**src/rtl/med_spike_detect.sv**
```systemverilog
// Realigns the median stream with its raw sample via an internal FIFO and replaces
// samples whose distance from the median exceeds a threshold.
module med_spike_detect #(
  parameter int unsigned WIDTH = 8,
  parameter int unsigned DEPTH = 16
) (
  input  logic             clock,
  input  logic             reset,
  input  logic [WIDTH-1:0] x,
  input  logic             dvi,
  input  logic [WIDTH-1:0] med,
  input  logic             dvo,
  input  logic [WIDTH-1:0] thresh,
  output logic [WIDTH-1:0] y,
  output logic             spike,
  output logic             dvout,
  output logic [15:0]      nspike,
  output logic             ovf,
  output logic             unf
);

  localparam int unsigned AW = $clog2(DEPTH);
  localparam logic [AW:0] FULL_CNT = (AW+1)'(DEPTH);

  logic [WIDTH-1:0] mem [DEPTH];
  logic [AW-1:0]    wr_ptr;
  logic [AW-1:0]    rd_ptr;
  logic [AW:0]      count;

  logic             full;
  logic             empty;
  logic             pop_ok;
  logic             push_ok;
  logic [WIDTH-1:0] xr;
  logic [WIDTH:0]   diff;
  logic [WIDTH-1:0] d;
  logic             spike_c;

  always_comb begin
    full    = (count == FULL_CNT);
    empty   = (count == '0);
    // No bypass: an empty FIFO rejects the pop even if a push lands this cycle.
    pop_ok  = dvo && !empty;
    push_ok = dvi && (!full || pop_ok);
  end

  always_comb begin
    xr      = mem[rd_ptr];
    diff    = {1'b0, xr} - {1'b0, med};
    // Sign bit of the widened difference selects negation; magnitude always fits WIDTH.
    d       = diff[WIDTH] ? (~diff[WIDTH-1:0] + WIDTH'(1)) : diff[WIDTH-1:0];
    spike_c = (d > thresh);
  end

  always_ff @(posedge clock) begin
    if (push_ok) begin
      mem[wr_ptr] <= x;
    end
  end

  always_ff @(posedge clock or negedge reset) begin
    if (!reset) begin
      wr_ptr <= '0;
      rd_ptr <= '0;
      count  <= '0;
    end else begin
      if (push_ok) begin
        wr_ptr <= wr_ptr + AW'(1);
      end
      if (pop_ok) begin
        rd_ptr <= rd_ptr + AW'(1);
      end
      case ({push_ok, pop_ok})
        2'b10:   count <= count + (AW+1)'(1);
        2'b01:   count <= count - (AW+1)'(1);
        default: count <= count;
      endcase
    end
  end

  always_ff @(posedge clock or negedge reset) begin
    if (!reset) begin
      y      <= '0;
      spike  <= 1'b0;
      dvout  <= 1'b0;
      nspike <= '0;
      ovf    <= 1'b0;
      unf    <= 1'b0;
    end else begin
      dvout <= pop_ok;
      if (pop_ok) begin
        y     <= spike_c ? med : xr;
        spike <= spike_c;
        if (spike_c && (nspike != 16'hFFFF)) begin
          nspike <= nspike + 16'd1;
        end
      end
      if (dvi && !push_ok) begin
        ovf <= 1'b1;
      end
      if (dvo && empty) begin
        unf <= 1'b1;
      end
    end
  end

endmodule
```
**config.mk**
```make
export PLATFORM = sky130hd
export DESIGN_NAME = med_spike_detect
export DESIGN_NICKNAME = d
export VERILOG_FILES = /design/src/rtl/med_spike_detect.sv
export SDC_FILE = /design/constraint.sdc
export NUM_CORES = 1
export LEC_CHECK = 0
export ABC_CLOCK_PERIOD_IN_PS = 11660
export CAP_MARGIN = 20
export CORE_UTILIZATION = 25
export CTS_CLUSTER_DIAMETER = 200
export DETAILED_ROUTE_END_ITERATION = 10
export GPL_ROUTABILITY_DRIVEN = 0
export GPL_TIMING_DRIVEN = 0
export SLEW_MARGIN = 10
export SYNTH_ARGS = -nofsm -noshare
export SYNTH_HDL_FRONTEND = slang
export SYNTH_SLANG_ARGS = --single-unit
```
**constraint.sdc**
```tcl
create_clock -name clock -period 11.66 [get_ports clock]
set_input_delay 1.166 -clock clock [delete_from_list [all_inputs] [get_ports clock]]
set_output_delay 1.166 -clock clock [all_outputs]
set_load 0.1 [all_outputs]
```
# After elaboration in Yosys (flattened, before gate mapping)
# Memories as Yosys holds them, arrays and structs flattened.
# Cells that the tools add are included.
[word_totals] reg_bits=41 mem_bits_rw=128 inputBits=28 out_inout_bits=28 wordCells=40 n_memories=1
[memory_table] memory="mem" depth=16 width=8 read_ports=1 rd_ports_with_merged_regs=0 wr=1 line="25" source="logic [WIDTH-1:0] mem [DEPTH];"
[op_classes] add_sub_neg=7 order_cmp=1 eq_ne=4 muxes=5 n_bitwise=1 n_reduce_logical=12
[op_table] op="$add 16x1->16 const B" count=1
[op_table] op="$mux 8" count=2
[op_table] op="$ne 16x16->1 const B" count=1
[op_table] op="$pmux 5 s2" count=1
[op_table] op="$sub 8x8->9" count=1
[op_table] op="$add 4x1->4 const B" count=2
[op_table] op="$add 8x1->8 const B" count=1
[op_table] op="$gt 8x8->1" count=1
[op_table] op="$not 8->8" count=1
[op_table] op="$add 5x1->5 const B" count=1
[op_table] op="$eq 5x5->1 const B" count=1
[op_table] op="$logic_and 1x1->1" count=5
[op_table] op="$logic_not 5->1" count=1
[op_table] op="$sub 5x1->5 const B" count=1
[op_table] op="$logic_not 1->1" count=3
[op_table] op="$eq 2x1->1 const B" count=1
[op_table] op="$eq 2x2->1 const B" count=1
[op_table] op="$mux 1" count=2
[op_table] op="$reduce_and 2->1" count=1
[op_table] op="$reduce_bool 2->1" count=1
[op_table] op="$logic_or 1x1->1" count=1

# Longest topological paths before layout
# Gate-level depths: netlist of the first run.
# An unclocked memory read counts as a cell.
[depth] depth_word=8 depth_mapped=23 depth_no_buf=20

# Least setup slack after synthesis of the first run
# Ideal clock, no wire load.
[synth_timing] path_type="register to register" start="register rd_ptr[0]" end="register y[0]" setup_ns=0.125 t_arrival_ns=4.552 required_ns=11.535 setup_slack_ns=6.984 path_stages_with_launch=24 n_path_buf=3 period_less_slack_ns=4.676 cell_sequence="dfrtp_1 -> buf_6 -> buf_6 -> mux4_2 -> mux4_2 -> inv_1 -> ha_1 -> fa_1 -> nand2b_1 -> a21oi_1 -> a211oi_1 -> o21bai_1 -> a21o_1 -> nor2_1 -> xnor2_1 -> ha_1 -> a21o_1 -> a21o_1 -> a21oi_1 -> nor2_1 -> nor2_2 -> buf_2 -> mux2i_1 -> o21ai_1"
[synth_via] elab_chain_cells=7
[synth_lines] element="from (decl)" line="27" source="logic [AW-1:0] rd_ptr;"
[synth_lines] element="from (signal assigned)" line="71" source="rd_ptr <= rd_ptr + AW'(1);"
[synth_lines] element="$mem_v2 16x8 *"
[synth_lines] element="$sub 8x8->9" line="49" source="diff = {1'b0, xr} - {1'b0, med};"
[synth_lines] element="$not 8->8" line="51" source="d = diff[WIDTH] ? (~diff[WIDTH-1:0] + WIDTH'(1)) : diff[WIDTH-1:0];"
[synth_lines] element="$add 8x1->8" line="51"
[synth_lines] element="$mux 8" line="51"
[synth_lines] element="$gt 8x8->1" line="52" source="spike_c = (d > thresh);"
[synth_lines] element="$mux 8 *" line="92" source="y <= spike_c ? med : xr;"
[synth_lines] element="to (signal assigned)" line="92"
[synth_lines] element="to (decl)" line="14" source="output logic [WIDTH-1:0] y,"
# Mark *: on every way between the ends. The rest lies on a longest branch, timed or not.
# A chain may end at the register's enable or synchronous reset.

# Worst setup path after layout of the first run
[layout_timing] start="register rd_ptr[0]" end="register y[3]"
# The elaborated chain is that of the path after synthesis.

==> impl_metrics.csv, run 1 <==
group,metric,value,unit
die,die_area,31600,µm²
clock_tree,clock_sinks,169,
timing,skew,0.00924,ns
critical_path,endpoint_kind,"flip-flop",
logic_synthesis,synth_area_leaders,"edfxtp_1 (50%), dfrtp_1 (13%), mux4_1 (7.2%)",
route,drt_first_pass_iters,4,
layout,multi_input_area,2590,µm²
outcome,status,"complete, no violations",
logic_synthesis,ys.flop_type,"edfxtp_1",
timing,setup_tns,0,ns
timing,final_max_slew_viol_count,0,
layout,diodes,0,
die,coreArea,30000,µm²
clock_tree,cts_root_buffer,"clkbuf_16",
critical_path,reg2reg_depth,23,
logic_synthesis,synth_area_leader_cell,"edfxtp_1",
critical_path,cp.buffers_inverters,4,
clock_tree,cts_tree,"done",
logic_synthesis,synth_top_family_by_area,"multiplexers",
global_route,first_global_vias,4213,
logic_synthesis,async_flop_share,0.243,
logic_synthesis,syn_inst,477,
logic_synthesis,yosysSeqAreaShare,0.631,
route,ant_nets,0,
logic_synthesis,synthXorXnorAreaFrac,0.0409,
die,fp.dieW,178,µm
critical_path,critPathArrivalTime,5.89,ns
critical_path,crit_fanout,10,
route,wire_per_inst,16.4,µm
die,fp.dieH,178,µm
clock_tree,cts_setup_buffers,0,
placement,dp_hpwl,11100,µm
global_route,antenna_found_initial,0,
timing,rsz0062_at_grt,"no",
die,ios,56,
job,drv_cap,0,
critical_path,worstReg2RegStart,"rd_ptr[0]",
global_route,grt.overflow.total,0,
clock_tree,htreeDepth,4,
critical_path,reg2reg_to,"y[3]",
placement,io_buffers,55,
clock_tree,worstSkewPairLatency,0.43,ns
logic_synthesis,synth_edf_count,128,
clock_tree,path_clk_slew,0.07,ns
layout,syn2layout_area_growth,22.0,%
logic_synthesis,synth_cell_types,46,
critical_path,rrSetupSlack,6.09,ns
hold_path,min-delay-start,"ovf",
timing,finalHoldViolations,0,
timing,fmax,0.179,GHz
critical_path,worst_path_max_delay_cell,"mux4_2",
logic_synthesis,synthAdderAreaFrac,0.0474,
clock_tree,cts_buffers,17,
timing,tightest_slew,1.04,ns
timing,finalSetupViolations,0,
hold_path,worstHoldPathType,"flip-flop to flip-flop",
logic_synthesis,muxShareOfSynthArea,0.142,
die,std_cell_rows,63,
layout,drive_above_1_share,0.151,
logic_synthesis,yosysWarnings,0,
logic_synthesis,post_synth_and_or_nand_nor_area_fraction,0.0652,
critical_path,worstPathCellList,"buf_6 > buf_6 > mux4_2 > mux4_2 > inv_1 > ha_1 > fa_1 > nand2b_1 > a21oi_1 > a211oi_1 > o21bai_1 > a21o_1 > nor2_1 > xnor2_1 > ha_1 > a21o_1 > a21o_1 > a21oi_1 > nor2_1 > nor2_2 > buf_2 > mux2i_1 > o21ai_1",
logic_synthesis,synth_top_area_frac,0.498,
route,vias,4197,
critical_path,required,11.98,ns
logic_synthesis,syn_area,7710,µm²
global_route,globalRouteTotalUtil,0.106,
critical_path,critPathKind,"flip-flop to flip-flop",
hold_path,hold-path-endpoint,"ovf",
critical_path,crit_path_max_incr_delay,0.57,ns
timing,period_needed,5.57,ns
layout,regArea,4870,µm²
logic_synthesis,synth_compound_area_frac,0.0380,
global_route,grt_first_pass_wirelength,24400,µm
route,post_drt_via_cell_ratio,4.38,
critical_path,crit_path_frequent_cell,"a21o_1",
logic_synthesis,synth_area_per_cell,16.2,µm²
timing,max_slew_margin,0.306,
route,drc,0,
hold_path,holdPathStages,1,
clock_tree,cts-hold-fix-buffers,0,
timing,fin_crit_sh,0.478,
critical_path,crit_family,"multiplexers",
logic_synthesis,synth_nets,533,
global_route,grt_start_max_net_pins,27,
clock_tree,cts_buffer_depth,2,
layout,fillers,2907,
clock_tree,cts-resized-gates,0,
layout,final_nets,611,
route,drt_iter0_markers,309,
die,start_util,0.257,
route,wirelength,15700,µm
logic_synthesis,ys_seq_elements,169,
critical_path,critPathLaunchType,"flip-flop",
-- cells by family after synthesis --
kind of cell               count (synthesis)
DFF                                      169
and+or+nand+nor                          104
muxes                                     51
buffers and inverters                     45
AOI/OAI and AO/OA                         44
xor gates and xnor gates                  36
adders and majority gates                 28
-- per-stage QoR --
step           instance area (µm²)  setup WS [ns]  std cells  hold slack [ns]  utilization
3_5_place_dp                  8810           6.00        926            0.451        0.293
3_3_place_gp                  8750           5.97        922            0.441        0.291
5_1_grt                       9410           5.71        958            0.501        0.313
4_1_cts                       9410           5.97        958            0.468        0.313
6_report                      9410           6.09        958            0.461        0.313
2_1_floorplan                 7710           6.98        477            0.512            -
-- area by class of cell --
cell class	instances	area share
Clock inverter	15	0.0187
Timing Repair Buffer	59	0.0625
Sequential cell	169	0.517
Buffer	17	0.0179
Inverter	28	0.0112
Tap cell	390	0.0519
Multi-Input combinational cell	263	0.275
Clock buffer	17	0.0452
-- worst max path at each step --
| stage | from | end | slack (ns) | cells past startpoint |
|---|---|---|---|---|
| 6_report | rd_ptr[0] | y[3] | 6.09 | 23 |
| 5_1_grt | rd_ptr[0] | y[3] | 5.71 | 23 |
| 4_1_cts | rd_ptr[0] | y[3] | 5.97 | 23 |
| 3_5_place_dp | med[0] | y[3] | 6.00 | 19 |
| 3_3_place_gp | med[0] | y[3] | 5.97 | 19 |
| 2_1_floorplan | rd_ptr[0] | y[0] | 6.98 | 23 |
-- worst reg2reg max path, delay by kind of cell, from the launching register on --
kind            cells  cell delay, ns
compound gates      8            1.25
fa+ha+maj           3            0.70
simple gates        4            0.71
mux                 3            1.40
flops               1            0.38
buf+inv             4            0.86
xor+xnor            1            0.17
-- cell usage in the layout, fill, tap and decap left out, types with 19 or more instances in the layout --
cell type,n
nand2_1,27
ha_1,26
nor2_1,33
dfrtp_1,41
xnor2_1,20
clkdlybuf4s50_1,54
edfxtp_1,128
mux4_2,19
inv_1,28
mux4_1,21
-- cell usage after synthesis (2+ instances only) --
| cell | count |
|---|---|
| edfxtp_1 | 128 |
| dfrtp_1 | 41 |
| nor2_1 | 33 |
| inv_1 | 28 |
| nand2_1 | 27 |
| ha_1 | 26 |
| mux4_1 | 21 |
| xnor2_1 | 20 |
| mux4_2 | 19 |
| xor2_1 | 16 |
| a21oi_1 | 11 |
| nor3_1 | 11 |
| a21o_1 | 9 |
| mux2i_1 | 9 |
| nand4_1 | 8 |
| o21ai_1 | 8 |
| nand3_1 | 6 |
| buf_6 | 5 |
| o21ai_0 | 5 |
| buf_2 | 4 |
| nand2b_1 | 4 |
| clkbuf_8 | 3 |
| nor2b_1 | 3 |
| a211oi_1 | 2 |
| a31oi_1 | 2 |
| and3_4 | 2 |
| buf_1 | 2 |
| buf_12 | 2 |
| fa_1 | 2 |
| mux2_2 | 2 |
| o21a_1 | 2 |
| or3_1 | 2 |
-- flip-flops by register name (all words and copies together), names as in the netlist --
register and cells:
y 8, dvout 1, wr_ptr 4, count 5
mem 128, ovf 1, unf 1, rd_ptr 4
nspike 16, spike 1
-- metal layers --
| layer | part of all wire | GRT usage | routed length, µm |
|---|---|---|---|
| met5 | 0 | 0 | 0 |
| met4 | 0.0069 | 0.0288 | 109 |
| met3 | 0.057 | 0.0287 | 904 |
| met2 | 0.47 | 0.164 | 7350 |
| met1 | 0.47 | 0.144 | 7380 |
Power of run 1 is not shown: default switching activity piles up to over one toggle a cycle in this logic, so the estimate is an artifact.
==> run 2: changes to the inputs <==
ABC_CLOCK_PERIOD_IN_PS = 4520   (was 11660)
clock period = 4.52 ns   (was 11.66 ns; I/O delays follow)
==> impl_metrics.csv, run 2 (same netlist as run 1, synthesis figures left out) <==
group,metric,value,unit
die,start_util,0.257,
global_route,grt.overflow.total,0,
timing,finalHoldViolations,0,
layout,final_nets,633,
clock_tree,cts_buffers,17,
die,ios,56,
critical_path,critPathArrivalTime,5.16,ns
outcome,status,"finished, violations left",
timing,final_max_slew_viol_count,0,
critical_path,reg2reg_to,"y[3]",
clock_tree,clock_sinks,169,
global_route,grt_use_met1,0.148,
global_route,globalRouteTotalUtil,0.110,
timing,max_slew_margin,0.325,
job,drv_cap,0,
layout,drive_above_1_share,0.258,
layout,final_common_cell,"edfxtp_1",
placement,dp_slack,-0.856,ns
global_route,top_usage_layer,"met2",
critical_path,endpoint_kind,"flip-flop",
die,fp.dieW,178,µm
global_route,grtUsageMet2,0.176,
hold_path,worstHoldPathType,"primary input to async pin",
critical_path,cp-endpoint,"y[3]",
placement,dp_hpwl,11100,µm
die,fp.dieH,178,µm
layout,layout_common_cells,"edfxtp_1 (128), clkdlybuf4s50_1 (54), dfrtp_1 (41)",
critical_path,crit_fanout,6,
clock_tree,path_clk_slew,0.08,ns
route,drt_first_pass_iters,4,
clock_tree,cts_buffer_depth,2,
route,post_drt_via_cell_ratio,4.40,
global_route,grt_start_max_net_pins,30,
timing,fin_crit_sh,1.07,
critical_path,critPathLaunchType,"flip-flop",
layout,regMostFlops,"mem",
route,wirelength,16600,µm
clock_tree,cts_root_buffer,"clkbuf_16",
clock_tree,cts_tree,"done",
layout,fillers,2896,
critical_path,crit_start,"rd_ptr[0]",
timing,setup_slack,-0.326,ns
global_route,first_global_vias,4458,
route,vias,4314,
global_route,grt_first_pass_wirelength,25500,µm
die,coreArea,30000,µm²
layout,largest_register_ffs,128,
timing,period_needed,4.85,ns
timing,finalSetupViolations,25,
timing,skew,0.0155,ns
clock_tree,worstSkewPairLatency,0.44,ns
critical_path,worstReg2RegStart,"rd_ptr[0]",
route,drt_iter0_markers,257,
layout,diodes,0,
critical_path,reg2reg_depth,24,
critical_path,required,4.84,ns
global_route,antenna_found_initial,0,
route,ant_nets,0,
layout,syn2layout_area_growth,28.8,%
die,die_area,31600,µm²
route,drc,0,
critical_path,rrSetupSlack,-0.33,ns
die,std_cell_rows,63,
outcome,violations,"negative setup slack",
timing,tightest_slew,1.01,ns
critical_path,critPathKind,"flip-flop to flip-flop",
placement,io_buffers,55,
route,wire_per_inst,16.9,µm
global_route,grtUsageMet3,0.0270,
clock_tree,htreeDepth,4,
timing,rsz0062_at_grt,"yes",
timing,fmax,0.206,GHz
layout,reg.largest.list,"mem (128), nspike (16), y (8)",
[run 2: changes by cell type in the layout (fill, tap and decap cells not counted), sizes merged]
cell	change
clkbuf	+1
dlygate4sd3	+1
clkinv	-2
inv	+2
buf	+20
[run 2: how the worst min path moves through the flow]
| stage | start | cells after the start | endpoint | slack, ns |
|---|---|---|---|---|
| after CTS | reset | 2 | nspike[9] | 0.44 |
| after global placement | unf | 1 | unf | 0.44 |
| after floorplan | reset | 0 | count[0] | 0.16 |
| after global routing | reset | 2 | nspike[9] | 0.46 |
| final | reset | 2 | nspike[9] | 0.45 |
| after detailed placement | reset | 1 | nspike[9] | 0.37 |
[run 2: cell type report]
type	count	area [µm²]	area share
tap	390	488	0.0491
sequential	169	4870	0.490
timing repair buffer	81	803	0.0809
buffer	17	191	0.0193
clock buffer	17	425	0.0428
inverter	28	105	0.0106
clock inverter	15	206	0.0208
multi-input combinational	263	2840	0.286
[run 2: per-layer routing]
layer	routed length, µm	share of wire
met4	120	0.0072
met3	879	0.053
met5	0	0
met1	7860	0.47
met2	7710	0.47
[run 2: repair_timing]
item                                    in CTS  in global routing
pin swaps                                   13                 20
gates cloned                                 1                  0
buffers inserted                            16                  4
endpoints found under the setup margin      25                 25
gates resized for setup                     44                 26
hold endpoints to repair                    12                  0
hold buffers                                 1                  0
[run 2: critical path: stages, from the launching register on]
cell and delay, ns:
dfrtp_1 0.39, buf_8 0.16, buf_12 0.14, mux4_2 0.54
mux4_2 0.51, inv_2 0.09, ha_4 0.14, fa_2 0.20
nand2b_4 0.13, a21oi_4 0.06, a211oi_2 0.18, o21bai_1 0.08
a21o_1 0.23, buf_6 0.16, nor2b_4 0.09, xor2_1 0.07
ha_1 0.29, nand4_1 0.16, nor2_2 0.19, a211oi_2 0.05
buf_4 0.16, nor2_4 0.20, buf_8 0.17, mux2i_4 0.24
o21ai_1 0.07
[run 2: through the flow]
stage	cell area [µm²]	hold slack, ns	cells	TNS (ns)	utilization
3_5_place_dp	8820	0.373	926	-15.44	0.294
6_report	9930	0.446	980	-6.61	0.331
5_1_grt	9930	0.464	980	-12.18	0.331
4_1_cts	9800	0.444	976	-6.66	0.326
2_1_floorplan	7730	0.156	477	0	-
3_3_place_gp	8770	0.442	922	-16.07	0.292
Power of run 2 is left out for the same reason.
